File: src/rtl/jtframe_mist_spi_tx.sv
// SPI master that frames a ROM download as the data_io file-transfer command
// sequence: index, start, data (header + payload stream) and end transactions.
module jtframe_mist_spi_tx #(
    parameter int CLKDIV = 4,
    parameter int SS_GAP = 8
) (
    input  logic        clk,
    input  logic        rst_n,
    input  logic        start,
    input  logic [7:0]  index,
    input  logic [25:0] len,
    input  logic [7:0]  byte_data,
    input  logic        byte_valid,
    output logic        byte_ready,
    output logic        busy,
    output logic        done,
    output logic [25:0] sent_cnt,
    output logic        spi_sck,
    output logic        spi_ss2,
    output logic        spi_di
);
    localparam int CMAX = (CLKDIV > SS_GAP) ? CLKDIV : SS_GAP;
    localparam int CW   = $clog2(CMAX + 1);
    localparam logic [CW-1:0] DIV_M1 = CW'(CLKDIV - 1);
    localparam logic [CW-1:0] GAP_M1 = CW'(SS_GAP - 1);
    localparam logic [CW-1:0] ONE    = CW'(1);

    typedef enum logic [2:0] {IDLE, SSLEAD, LOAD, SHIFT, SSTRAIL, GAP, FIN} state_t;

    state_t        r_state;
    logic [CW-1:0] r_cnt;
    logic [1:0]    r_phase;
    logic          r_bsel;
    logic [2:0]    r_bit;
    logic [7:0]    r_sh;
    logic [7:0]    r_index;
    logic [25:0]   r_len;
    logic [25:0]   r_sent_cnt;
    logic          r_sck, r_ss2, r_di, r_busy, r_done;

    logic          w_pay;
    logic          w_last;
    logic [7:0]    w_byte;

    // r_bsel=0 selects the command byte of a phase, 1 its argument/payload
    assign w_pay      = (r_phase == 2'd2) && r_bsel;
    assign byte_ready = (r_state == LOAD) && w_pay && byte_valid;
    assign w_last     = r_bsel ? ((r_phase != 2'd2) || (r_sent_cnt + 26'd1 == r_len))
                               : ((r_phase == 2'd2) && (r_len == 26'd0));

    always_comb begin
        w_byte = 8'h00;
        case (r_phase)
            2'd0:    w_byte = r_bsel ? r_index   : 8'h55;
            2'd1:    w_byte = r_bsel ? 8'hFF     : 8'h53;
            2'd2:    w_byte = r_bsel ? byte_data : 8'h54;
            default: w_byte = r_bsel ? 8'h00     : 8'h53;
        endcase
    end

    always_ff @(posedge clk or negedge rst_n) begin
        if (!rst_n) begin
            r_state    <= IDLE;
            r_cnt      <= '0;
            r_phase    <= 2'd0;
            r_bsel     <= 1'b0;
            r_bit      <= 3'd0;
            r_sh       <= 8'h00;
            r_index    <= 8'h00;
            r_len      <= 26'd0;
            r_sent_cnt <= 26'd0;
            r_sck      <= 1'b0;
            r_ss2      <= 1'b1;
            r_di       <= 1'b0;
            r_busy     <= 1'b0;
            r_done     <= 1'b0;
        end else begin
            case (r_state)
                IDLE: if (start) begin
                    r_index    <= index;
                    r_len      <= len;
                    r_sent_cnt <= 26'd0;
                    r_busy     <= 1'b1;
                    r_phase    <= 2'd0;
                    r_bsel     <= 1'b0;
                    r_ss2      <= 1'b0;
                    r_cnt      <= '0;
                    r_state    <= SSLEAD;
                end
                // SSLEAD and LOAD count toward the first low half, so SS leads SCK by CLKDIV
                SSLEAD: begin
                    r_cnt   <= ONE;
                    r_state <= LOAD;
                end
                LOAD: if (!w_pay || byte_valid) begin
                    r_sh    <= w_byte;
                    r_di    <= w_byte[7];
                    r_bit   <= 3'd7;
                    r_state <= SHIFT;
                    if (r_cnt == DIV_M1) begin
                        r_sck <= 1'b1;
                        r_cnt <= '0;
                    end else begin
                        r_cnt <= r_cnt + ONE;
                    end
                end
                SHIFT: if (r_cnt == DIV_M1) begin
                    r_cnt <= '0;
                    if (!r_sck) begin
                        r_sck <= 1'b1;
                    end else begin
                        r_sck <= 1'b0;
                        if (r_bit == 3'd0) begin
                            if (w_pay) r_sent_cnt <= r_sent_cnt + 26'd1;
                            r_bsel  <= 1'b1;
                            r_state <= w_last ? SSTRAIL : LOAD;
                        end else begin
                            r_bit <= r_bit - 3'd1;
                            r_di  <= r_sh[6];
                            r_sh  <= {r_sh[6:0], 1'b0};
                        end
                    end
                end else begin
                    r_cnt <= r_cnt + ONE;
                end
                SSTRAIL: if (r_cnt == DIV_M1) begin
                    r_ss2   <= 1'b1;
                    r_cnt   <= '0;
                    r_state <= GAP;
                end else begin
                    r_cnt <= r_cnt + ONE;
                end
                GAP: if (r_cnt == GAP_M1) begin
                    r_cnt <= '0;
                    if (r_phase != 2'd3) begin
                        r_phase <= r_phase + 2'd1;
                        r_bsel  <= 1'b0;
                        r_ss2   <= 1'b0;
                        r_state <= SSLEAD;
                    end else begin
                        r_done  <= 1'b1;
                        r_busy  <= 1'b0;
                        r_state <= FIN;
                    end
                end else begin
                    r_cnt <= r_cnt + ONE;
                end
                FIN: begin
                    r_done  <= 1'b0;
                    r_state <= IDLE;
                end
                default: r_state <= IDLE;
            endcase
        end
    end

    assign busy     = r_busy;
    assign done     = r_done;
    assign sent_cnt = r_sent_cnt;
    assign spi_sck  = r_sck;
    assign spi_ss2  = r_ss2;
    assign spi_di   = r_di;
endmodule

File: config.mk
export PLATFORM = sky130hd
export DESIGN_NAME = jtframe_mist_spi_tx
export DESIGN_NICKNAME = d
export VERILOG_FILES = /design/src/rtl/jtframe_mist_spi_tx.sv
export SDC_FILE = /design/constraint.sdc
export NUM_CORES = 1
export LEC_CHECK = 0
export CAP_MARGIN = 25
export CELL_PAD_IN_SITES_DETAIL_PLACEMENT = 1
export CELL_PAD_IN_SITES_GLOBAL_PLACEMENT = 1
export CORE_ASPECT_RATIO = 1.5
export CORE_MARGIN = 5
export CORE_UTILIZATION = 45
export CTS_CLUSTER_DIAMETER = 120
export DETAILED_ROUTE_END_ITERATION = 6
export PLACE_DENSITY_LB_ADDON = 0.1
export REMOVE_ABC_BUFFERS = 1
export SLEW_MARGIN = 20
export SYNTH_ARGS = -nofsm -noshare
export SYNTH_HDL_FRONTEND = slang
export SYNTH_SLANG_ARGS = --single-unit
File: constraint.sdc
create_clock -name clk -period 4.45 [get_ports clk]
set_input_delay 1.335 -clock clk [delete_from_list [all_inputs] [get_ports clk]]
set_output_delay 1.335 -clock clk [all_outputs]
set_load 0.1 [all_outputs]
==> summary.md <==
| Metric | Value |
|---|---|
| Outcome | `finished clean` |
| Initial antenna violation count | `0` |
| Die height | `140.9 um` |
| Final hold vios | `0` |
| Fill count | `1268` |
| Share of power burned in registers | `38.2%` |
| Syn-to-layout area delta | `22.95%` |
| Final wirelength | `15.72 mm` |
| CTS resizes | `0` |
| Register bit count reported by yosys | `85` |
| Synthesized cell area | `5141 sq um` |
| Final worst setup slack | `0.5414 ns` |
| Largest net degree at the start of global routing | `75` |
| Clock Sinks | `85` |
| Clock transition at path regs | `0.06 ns` |
| 1st-iter DRT viols | `179` |
| Setup tns final | `0 ns` |
| Final setup fails | `0` |
| Synth Area in Simple Gates | `21.05%` |
| Maxcap violations | `0` |
| Clock Path Buffers | `2` |
| Storage cell area | `2128 sq um` |
| Root Buffer Master | `clkbuf_16` |
| Internal | `2076 uW` |
| Period utilization | `87.83%` |
| Worst slew pin tran | `0.9987 ns` |
| Asr flop ratio synth | `100.0%` |
| Switch Pwr | `1499 uW` |
| Switching part of the total | `41.93%` |
| Crit-path max FO | `2` |
| Post-DR wirelength/cell | `20.36 um` |
| Synth Area in Compound Gates | `18.79%` |
| F_max | `255.8 MHz` |
| Slew Viols, Final | `0` |
| Ant diodes | `0` |
| DR vias/cell | `6.043` |
| Leak | `0.002454 uW` |
| TritonCTS clock tree | `built` |
| Worst-Skew Late Latency | `0.35 ns` |
| Xor/xnor cell area share of the yosys netlist | `5.451%` |
| Fin nets | `675` |
| Io pins | `78` |
| VDD IR-drop max | `0.0002412 V` |
| Post-synthesis mux area share | `7.204%` |
| Data arrival, critical path | `2.57 ns` |
| Initial core utilization | `46.26%` |
| Sequential area share after synthesis | `41.40%` |
| Critical path capture point type | `output port` |
| CTS buffer count | `9` |
| Final Skew | `0.008485 ns` |
| Pwr/cell area | `565.5 nW/um^2` |
| # hold bufs at CTS | `0` |
| Slew headroom | `33.21%` |
| CORE AREA | `11110 sq um` |
| Share of cells above drive strength 1 | `10.56%` |
| Clock power share | `21.4%` |
| Vias | `4665` |
| Gate Count Post-Synth | `563` |
| # rows | `47` |
| Vias in the first global route | `5110` |
| Post-synth EDFFs | `0` |
| Critical path launch point type | `input pin` |
| GRT Resource Usage Total | `23.38%` |
| H-Tree Depth | `3` |
| Area of the multi-input gates | `2821 sq um` |
| Netlist cell types | `61` |
| Die Width | `97.27 um` |
| Combinational Power Share | `40.5%` |
| Die ar. | `13710 sq um` |
| Antenna Nets Post-Route | `0` |
| Placed Area | `5998 sq um` |
| Placed insts | `755` |
| Synthesis warning total | `0` |
| Commonest non-fill, non-tap cell in the layout | `dfrtp_1` |
| Finished Cell Area | `6321 sq um` |
| Remaining global-route overflow | `0` |
| Final min period | `3.909 ns` |
| Dpl hpwl | `11.50 mm` |
| # port buffers | `77` |
| Avg Cell Area, Syn | `9.132 sq um` |
| Residual DRC | `0` |
| Final GP Congestion | `0.8611` |
| First-pass GRT wire length | `26.08 mm` |
| Place WS | `0.5538 ns` |
| Commonest non-fill, non-tap cells in the layout | `84 x dfrtp_1, 75 x clkdlybuf4s50_1, 66 x o21ai_0` |
| DR pass1 iterations | `4` |
| Predominant post-synthesis flop cell | `dfrtp_1` |
| Required time worst endpoint | `3.12 ns` |
| Post-CTS Setup Repair Bufs | `0` |
| Hold WC Path Type | `reg -> reg` |
| Adder-cell share of the synthesized area | `2.190%` |
| RSZ-0062 raised after global routing | `false` |
| Largest family of logic cells by synthesized area | `simple AND/OR/NAND/NOR gates` |
| Finished Layout Cells | `772` |
| Crit Path Category | `in -> out` |
final timing paths:
| path | startpoint | to | slack [ns] | cells past startpoint |
|---|---|---|---|---|
| setup reg to reg | sent_cnt[5] | r_state[2] | 1.30 | 7 |
| hold reg to reg | spi_di | spi_di | 0.49 | 2 |
| hold / removal | spi_di | spi_di | 0.49 | 2 |
| max in group asynchronous | rst_n | r_len[0] | 2.95 | 2 |
| min in group asynchronous | rst_n | r_cnt[0] | 0.92 | 1 |
| setup / recovery | byte_valid | byte_ready | 0.54 | 4 |
critical path: stages:
cell and delay, ns:
clkdlybuf4s50_1 0.49, nand2_1 0.06, nor4_1 0.45, buf_12 0.24
per-layer routing:
layer,part of all wire [%],track usage [%],vias up
met5,0,0,-
met4,2.2,7.877,0
met3,2.9,4.301,25
met2,57,45.89,91
met1,38,24.77,2345
li1,-,-,2204
Yosys cell counts, drive strengths merged, types with 3 or more instances:
cell type	n	area (sq um)
dfrtp	84	2102
o41ai	5	43.79
xnor2	20	175.2
or2	3	18.77
a211oi	3	22.52
o21a	3	22.52
nand2b	3	18.77
a21oi	22	110.1
a31oi	7	43.79
nor2b	10	62.56
nor4	19	137.6
buf	12	55.05
ha	9	112.6
and3	5	31.28
nor2	44	165.2
o31ai	13	97.59
inv	15	56.30
xor2	12	105.1
a221oi	3	26.28
nand3	18	95.09
mux2	32	360.4
nand3b	5	37.54
a22oi	7	52.55
clkbuf	24	90.09
nor3b	3	22.52
o21ai	66	330.3
or3	4	25.02
nor3	15	75.07
o211ai	3	22.52
and4	3	26.28
nand2	41	153.9
nand4	23	165.2
kinds of logic after synthesis:
family / after synthesis
adder cells (fa/ha/maj): 9
XOR/XNOR: 32
multiplexers: 33
flip-flops: 85
AND/OR/NAND/NOR: 202
AO/OA/AOI/OAI: 151
buffers and inverters: 51
power groups by stage:
| stage | sequential [uW] | clock (uW) | combinational, uW |
|---|---|---|---|
| 3_3_place_gp | 1360 | 0 | 1390 |
| 4_1_cts | 1360 | 782 | 1460 |
| 5_1_grt | 1400 | 815 | 1580 |
| 6_report | 1360 | 764 | 1450 |
| 2_1_floorplan | 1540 | 0 | 824 |
| 3_5_place_dp | 1380 | 0 | 1450 |
cell type report:
| cell class | instances | share of cell area [%] |
|---|---|---|
| Clock buffer | 13 | 3.959 |
| Clock inverter | 3 | 0.7126 |
| Inverter | 15 | 0.8907 |
| Multi-Input combinational cell | 427 | 44.64 |
| Sequential cell | 85 | 33.67 |
| Tap cell | 147 | 2.910 |
| Timing Repair Buffer | 82 | 13.22 |
registers in the layout, summed over array words and instances, names as in the netlist:
signal,cells
sent_cnt,26
r_len,26
r_bsel,1
spi_di,1
r_index,8
busy,1
spi_ss2,1
r_bit,3
r_state,3
r_sh,7
spi_sck,1
r_phase,2
r_cnt,4
done,1
metrics by stage:
stage	hold slack, ns	utilization [%]	total power [uW]
final	0.4931	56.87	3575
after global routing	0.5222	56.87	3798
after CTS	0.5045	56.63	3599
after detailed placement	0.4898	53.97	2823
after global placement	0.4633	53.97	2752
after floorplan	0.4502	-	2363
Note: power is estimated with default switching activity, not from simulation.
